===== src/rtl/lz77_pkg.sv =====
// Shared LZ77 constants and FSM state encoding (encoder and decoder).
package lz77_pkg;
   localparam int          WSEARCH = 9;
   localparam int          WCHAR   = 8;
   localparam int          WOFF    = 4;
   localparam int          WLEN    = 3;
   localparam logic [7:0]  END_SGN = 8'h24;

   typedef enum logic [1:0] {IDLE, COPY, LIT, DONE} state_t;
endpackage


===== src/rtl/lz77_search_buf.sv =====
// Sliding search buffer: sb[0] holds the newest char, oldest drops off the end.
module lz77_search_buf
   import lz77_pkg::*;
(
   input  logic             clk,
   input  logic             reset,
   input  logic             shift_en,
   input  logic [WCHAR-1:0] din,
   input  logic [WOFF-1:0]  rd_idx,
   output logic [WCHAR-1:0] rd_data
);
   logic [WCHAR-1:0] sb [WSEARCH];

   always_ff @(posedge clk) begin
      if (reset) begin
         for (int i = 0; i < WSEARCH; i++) sb[i] <= '0;
      end else if (shift_en) begin
         sb[0] <= din;
         for (int i = 1; i < WSEARCH; i++) sb[i] <= sb[i-1];
      end
   end

   // Indices beyond the window read as zero rather than wrapping.
   always_comb begin
      rd_data = '0;
      for (int i = 0; i < WSEARCH; i++)
         if (rd_idx == WOFF'(i)) rd_data = sb[i];
   end
endmodule


===== src/rtl/lz77_decoder_stream.sv =====
// LZ77 token decoder: expands (offset, match_len, char) tokens into one byte per cycle.
module lz77_decoder_stream
   import lz77_pkg::*;
(
   input  logic             clk,
   input  logic             reset,
   input  logic             in_valid,
   output logic             in_ready,
   input  logic [WOFF-1:0]  offset,
   input  logic [WLEN-1:0]  match_len,
   input  logic [WCHAR-1:0] chardata,
   output logic             out_valid,
   output logic [WCHAR-1:0] char_nxt,
   output logic             encode,
   output logic             finish,
   output logic             err_offset
);
   state_t           state, state_nxt;
   logic [WOFF-1:0]  off_q;
   logic [WLEN-1:0]  len_q, cnt;
   logic [WCHAR-1:0] chardata_q, rd_data, emit_char;
   logic             emit, load;

   assign encode = 1'b0;

   lz77_search_buf u_sb (
      .clk      (clk),
      .reset    (reset),
      .shift_en (emit),
      .din      (emit_char),
      .rd_idx   (off_q),
      .rd_data  (rd_data)
   );

   always_comb begin
      state_nxt = state;
      in_ready  = 1'b0;
      load      = 1'b0;
      emit      = 1'b0;
      emit_char = chardata_q;
      case (state)
         IDLE: begin
            in_ready = 1'b1;
            if (in_valid) begin
               load      = 1'b1;
               state_nxt = (match_len != '0) ? COPY : LIT;
            end
         end
         COPY: begin
            // Offset stays fixed, so overlapping copies replay the pattern.
            emit      = 1'b1;
            emit_char = rd_data;
            if (cnt == len_q - 3'd1) state_nxt = LIT;
         end
         LIT: begin
            emit = 1'b1;
            if (chardata_q == END_SGN) begin
               state_nxt = DONE;
            end else begin
               in_ready = 1'b1;
               if (in_valid) begin
                  load      = 1'b1;
                  state_nxt = (match_len != '0) ? COPY : LIT;
               end else begin
                  state_nxt = IDLE;
               end
            end
         end
         default: ;
      endcase
   end

   always_ff @(posedge clk) begin
      if (reset) begin
         state      <= IDLE;
         off_q      <= '0;
         len_q      <= '0;
         chardata_q <= '0;
         cnt        <= '0;
         out_valid  <= 1'b0;
         char_nxt   <= '0;
         finish     <= 1'b0;
         err_offset <= 1'b0;
      end else begin
         state     <= state_nxt;
         out_valid <= emit;
         finish    <= (state == DONE);
         if (emit) char_nxt <= emit_char;
         if (load) begin
            off_q      <= offset;
            len_q      <= match_len;
            chardata_q <= chardata;
            cnt        <= '0;
            if (offset >= WOFF'(WSEARCH)) err_offset <= 1'b1;
         end else if (state == COPY) begin
            cnt <= cnt + 3'd1;
         end
      end
   end
endmodule


===== config.mk =====
export PLATFORM = sky130hd
export DESIGN_NAME = lz77_decoder_stream
export DESIGN_NICKNAME = d
export VERILOG_FILES = /design/src/rtl/lz77_pkg.sv /design/src/rtl/lz77_search_buf.sv /design/src/rtl/lz77_decoder_stream.sv
export SDC_FILE = /design/constraint.sdc
export NUM_CORES = 1
export LEC_CHECK = 0
export ABC_AREA = 1
export CORE_MARGIN = 1
export CORE_UTILIZATION = 59
export CTS_CLUSTER_DIAMETER = 120
export DETAILED_ROUTE_END_ITERATION = 10
export MAX_ROUTING_LAYER = met4
export PLACE_DENSITY_LB_ADDON = 0.1
export REMOVE_ABC_BUFFERS = 1
export SYNTH_ARGS = -nofsm -noshare
export SYNTH_HDL_FRONTEND = slang
export SYNTH_SLANG_ARGS = --single-unit

===== constraint.sdc =====
create_clock -name clk -period 3.18 [get_ports clk]
set_input_delay 0.636 -clock clk [delete_from_list [all_inputs] [get_ports clk]]
set_output_delay 0.636 -clock clk [all_outputs]
set_load 0.1 [all_outputs]

Word-level counts from Yosys, hierarchy flattened
Memories as Yosys holds them, arrays and structs flattened.
Cells that the tools add are included.
{"block": "totals", "in_bits": 18, "word_cells": 81, "regBits": 31, "ramBits": 72, "output_inout_bits": 13, "n_memories": 1}
{"name": "u_sb.sb", "words": 9, "width": 8, "read_ports": 9, "rd_ports_with_merged_regs": 0, "wr": 9, "line_no": "lz77_search_buf.sv:12", "text": "logic [WCHAR-1:0] sb [WSEARCH];"}
{"block": "op_classes", "n_lt_le_gt_ge": 1, "n_addsub": 2, "n_reduce_logical": 8, "bitwise": 9, "mux": 36, "eq_ne": 15}
{"op": "8-bit two-way mux", "n": 19}
{"op": "4-bit by 3-bit == test with 1-bit output, second input constant", "n": 4}
{"op": "2-bit two-way mux", "n": 5}
{"op": "1-bit two-way mux", "n": 9}
{"op": "1-bit bitwise OR", "n": 9}
{"op": "4-bit by 2-bit == test with 1-bit output, second input constant", "n": 2}
{"op": "8-bit by 6-bit == test with 1-bit output, second input constant", "n": 1}
{"op": "2-bit one-hot mux with 3 select lines", "n": 1}
{"op": "3-bit nonzero test", "n": 2}
{"op": "2-bit == test, second input constant", "n": 2}
{"op": "4-bit by 1-bit == test with 1-bit output, second input constant", "n": 1}
{"op": "4-bit == test, second input constant", "n": 1}
{"op": "4-bit greater-or-equal comparator, second input constant", "n": 1}
{"op": "4-bit zero test", "n": 1}
{"op": "2-bit != test, second input constant", "n": 2}
{"op": "1-bit one-hot mux with 2 select lines", "n": 2}
{"op": "2-bit OR reduction", "n": 2}
{"op": "3-bit by 1-bit adder with 3-bit output, second input constant", "n": 1}
{"op": "3-bit == test", "n": 1}
{"op": "3-bit AND reduction", "n": 1}
{"op": "3-bit by 1-bit subtractor with 3-bit output, second input constant", "n": 1}
{"op": "2-bit by 1-bit == test with 1-bit output, second input constant", "n": 1}
{"op": "2-bit zero test", "n": 1}
{"op": "2-bit AND reduction", "n": 1}

Depth between registers and ports, before layout
{"block": "depth", "depth_word": 12, "mapped_depth": 12, "ltp_nobuf": 12}

Hierarchy
A second synthesis with hierarchy kept.
{"block": "hier_totals", "cells_unflattened": 594, "hier_area_um2": 5018.6}
{"module": "lz77_search_buf", "seq_area_each_um2": 2162.1, "cells_per_inst": 365, "area_per_inst_um2": 3397.0, "n_inst": 1}
{"module": "lz77_decoder_stream", "seq_area_each_um2": 620.6, "cells_per_inst": 229, "area_per_inst_um2": 1621.6, "n_inst": 1}

Least setup slack after synthesis
No wires, ideal clock.
{"block": "synth_timing", "path_type": "flip-flop to flip-flop", "from": "reg state[0]", "to": "mem u_sb.sb[0][0], enable pin", "path_slack_ns": 0.442, "setup_ns": 0.426, "path_stages_with_launch": 5, "required_ns": 2.754, "arrival_time_ns": 2.312, "synth_period_minus_slack_ns": 2.738, "path_cell_list": "dfxtp_1 -> inv_1 -> ha_1 -> nor2_1 -> inv_1"}
{"element": "from (decl)", "line_no": "lz77_decoder_stream.sv:18", "text": "state_t state, state_nxt;"}
{"element": "from (signal assigned)", "line_no": "lz77_decoder_stream.sv:85", "text": "state <= state_nxt;"}
{"element": "to (decl)", "line_no": "lz77_search_buf.sv:12"}

==> Implementation_results.wiki <==
{| class="wikitable"
! Metric !! Value
|-
| Result of the run || finished clean
|-
| Top library cells by usage in the layout, fill and taps aside || nor2_1, inv_1, nand2_1, edfxtp_1, nand3_1
|-
| Worst hold path cell count || 2
|-
| Endpoint required time on the critical path || 3420 ps
|-
| Cell area after technology mapping || 4740 um^2
|-
| Routability cong. || 0.871
|-
| Ratio of cells with drive above 1 in the final layout || 6.15%
|-
| Placeable core area || 7770 um^2
|-
| Synthesis-to-layout area growth || 12.5%
|-
| IO Count || 31
|-
| Setup violation total in the final timing report || 0
|-
| Pre-Repair DR Iteration Count || 5
|-
| Count of mapped cells out of synthesis || 566
|-
| Critical Path Start Type || flip-flop
|-
| Max Slew Vio Count || 0
|-
| Worst path setup slack after routing || 667 ps
|-
| Unrepaired setup endpoints after global routing || false
|-
| Kind of path behind the tightest hold check || flip-flop to flip-flop
|-
| Largest fanout of any net on the critical path || 21
|-
| Worst clock skew || 10.8 ps
|-
| Total power per unit cell area || 984 nW/um^2
|-
| R2r startpoint || off_q[3]$_SDFFE_PP0P_
|-
| Maximum root-to-sink buffer count || 2
|-
| Die span in x || 91.7 um
|-
| Clock latency on the worst-skew pair || 360 ps
|-
| Clock sink count || 103
|-
| Net count of the finished layout || 622
|-
| Slew at the pin closest to its max-slew limit || 1180 ps
|-
| Maximum number of pins on one net before global-route repair || 65
|-
| CTS tree || yes
|-
| Slew margin rel. || 20.7%
|-
| Pre-CTS setup slack || 675 ps
|-
| Post-cts gate resize count || 0
|-
| Post-synthesis area per instance || 8.38 um^2
|-
| R2r setup slk || 670 ps
|-
| Total leakage power || 2.40 nW
|-
| Crit share post-route || 79.0%
|-
| Setup TNS || 0 ps
|-
| Total Power Consumption || 0.00525 W
|-
| Postcts setup bufs || 0
|-
| Count of nets left with antenna violations after detail routing || 0
|-
| Starting density of the core || 61.1%
|-
| Sequential area share after synthesis || 58.6%
|-
| Classification of the worst setup path || flip-flop to flip-flop
|-
| Endpoint of the worst-slack reg-to-reg timing path || u_sb.sb[0][4]$_SDFFCE_PN0P_
|-
| Post-route worst hold slack || 460 ps
|-
| Vias per cell || 5.12
|-
| Type of element capturing the critical path || flip-flop
|-
| DP Area || 5150 um^2
|-
| Average routed wire per standard cell || 13.7 um
|-
| Most common cell after layout, fill and taps aside || nor2_1
|-
| Number of global-route vias before repair || 3361
|-
| Number of failing hold endpoints at the final stage || 0
|-
| Die area || 8400 um^2
|-
| Number of buffers inserted by hold repair at cts || 0
|-
| HP Start || char_nxt[5]$_SDFFE_PP0N_
|-
| Final non-filler cell area || 5340 um^2
|-
| Ant diodes || 0
|-
| Distinct cell type count after synthesis || 22
|-
| Final HPWL DP || 6840 um
|-
| Total wire length || 9650 um
|-
| Register clock-pin slew on the reported worst setup and hold paths || 90 ps
|-
| Synth warn || 0
|-
| Synthesis-stage register bit count || 103
|-
| Std-Cell Rows || 32
|-
| First-pass GRT wire length || 16200 um
|-
| H-tree depth || 3
|-
| Vias || 3602
|-
| Final worst path period need || 2510 ps
|-
| Count of input and output buffers || 29
|-
| Count of cells along the worst register-to-register path || 11
|-
| Total routing resource utilization after global routing || 26.0%
|-
| Capture endpoint of the worst hold path || char_nxt[5]$_SDFFE_PP0N_
|-
| Worst vdd rail ir drop || 0.997 mV
|-
| Number of max-cap violations || 0
|-
| Antenna violations before repair || 0
|-
| Iter 0 DRT Violations || 288
|-
| Upper clock frequency limit || 398 MHz
|-
| Clock Tree Root || clkbuf_8
|-
| Vertical die dimension || 91.7 um
|-
| Arrival time worst endpoint || 2750 ps
|-
| Remaining routing DRC violations || 0
|-
| GR Overflow Total || 0
|-
| Clock buffers created by TritonCTS || 9
|}
[final cells by class]
class	count	area (um^2)
Timing Repair Buffer	35	343
Multi-Input combinational cell	334	1470
Tap cell	102	128
Clock inverter	5	57.6
Inverter	114	428
Fill cell	661	2430
Clock buffer	11	131
Sequential cell	103	2780
[sequential cells by signal (all words and copies together), names as in the netlist, 2 cells and up]
register	flops
char_nxt	8
chardata_q	8
cnt	3
len_q	3
off_q	4
state	2
u_sb.sb	72
[where the power goes]
| part | internal (W) | switching (W) | leakage (nW) |
|---|---|---|---|
| registers | 0.00213 | 0.000263 | 1.03 |
| clock network | 0.000367 | 0.000437 | 0.0977 |
| logic | 0.000553 | 0.00150 | 1.27 |
[cells by family (layout without fill, tap and decap cells)]
family	after synthesis	after routing	synth area share, %
buf+inv	129	165	10.4
compound gates	45	45	4.75
simple gates	277	277	23.5
flops	103	103	58.6
fa+ha+maj	7	7	1.85
other cells	1	1	0.0790
xor+xnor	4	4	0.738
[worst max-delay path, cell delays in order (launching register included)]
cell and delay (ps):
dfxtp_1 350, nor2_1 900, nand2_1 370, nor2_1 170, nor2_1 70, nand3_1 70, nand2_1 60, nand3_1 70
nand2_1 90, nand2_1 90, nand2_1 60, inv_1 80
[synth_stat cells]
| cell | instances | area, um^2 |
|---|---|---|
| edfxtp_1 | 72 | 2160 |
| nand2_1 | 107 | 402 |
| ha_1 | 7 | 87.6 |
| buf_4 | 2 | 15.0 |
| dfxtp_1 | 31 | 621 |
| clkinv_1 | 1 | 3.75 |
| nor2_2 | 1 | 6.26 |
| buf_1 | 4 | 15.0 |
| conb_1 | 1 | 3.75 |
| clkbuf_1 | 8 | 30.0 |
| nor3_2 | 1 | 10.0 |
| xnor2_1 | 4 | 35.0 |
| o21ai_0 | 34 | 170 |
| buf_2 | 1 | 5.00 |
| nor3_1 | 3 | 15.0 |
| nand4_1 | 5 | 31.3 |
| nor2_1 | 119 | 447 |
| nand3_1 | 40 | 200 |
| inv_2 | 1 | 3.75 |
| a21oi_1 | 11 | 55.1 |
| inv_1 | 112 | 420 |
| or2_2 | 1 | 6.26 |
[layer usage]
layer | track usage, % | up-vias | share of wire (%)
li1 | - | 1813 | -
met1 | 36.9 | 1653 | 47
met2 | 38.4 | 124 | 46
met3 | 3.90 | 12 | 5.9
met4 | 8.99 | 0 | 1.4
met5 | - | - | 0
[stage by stage]
step                      utilization [%]  cells
after floorplan                         -    551
after global placement               66.3    688
after detailed placement             66.3    688
after CTS                            68.7    704
after global routing                 68.7    704
final                                68.7    704
[worst max-delay path by stage]
stage	slack (ps)	cells after the start	endpoint	startpoint
2_1_floorplan	440	4	u_sb.sb[0][0]$_SDFFCE_PN0P_	state[0]$_SDFFE_PP0P_
3_3_place_gp	760	5	u_sb.sb[0][68]$_SDFFCE_PN0P_	reset
3_5_place_dp	670	11	u_sb.sb[0][4]$_SDFFCE_PN0P_	off_q[2]$_SDFFE_PP0P_
4_1_cts	640	11	u_sb.sb[0][4]$_SDFFCE_PN0P_	off_q[3]$_SDFFE_PP0P_
5_1_grt	300	11	u_sb.sb[0][4]$_SDFFCE_PN0P_	off_q[3]$_SDFFE_PP0P_
6_report	670	11	u_sb.sb[0][4]$_SDFFCE_PN0P_	off_q[3]$_SDFFE_PP0P_
Note: power is estimated with default switching activity, not from simulation.
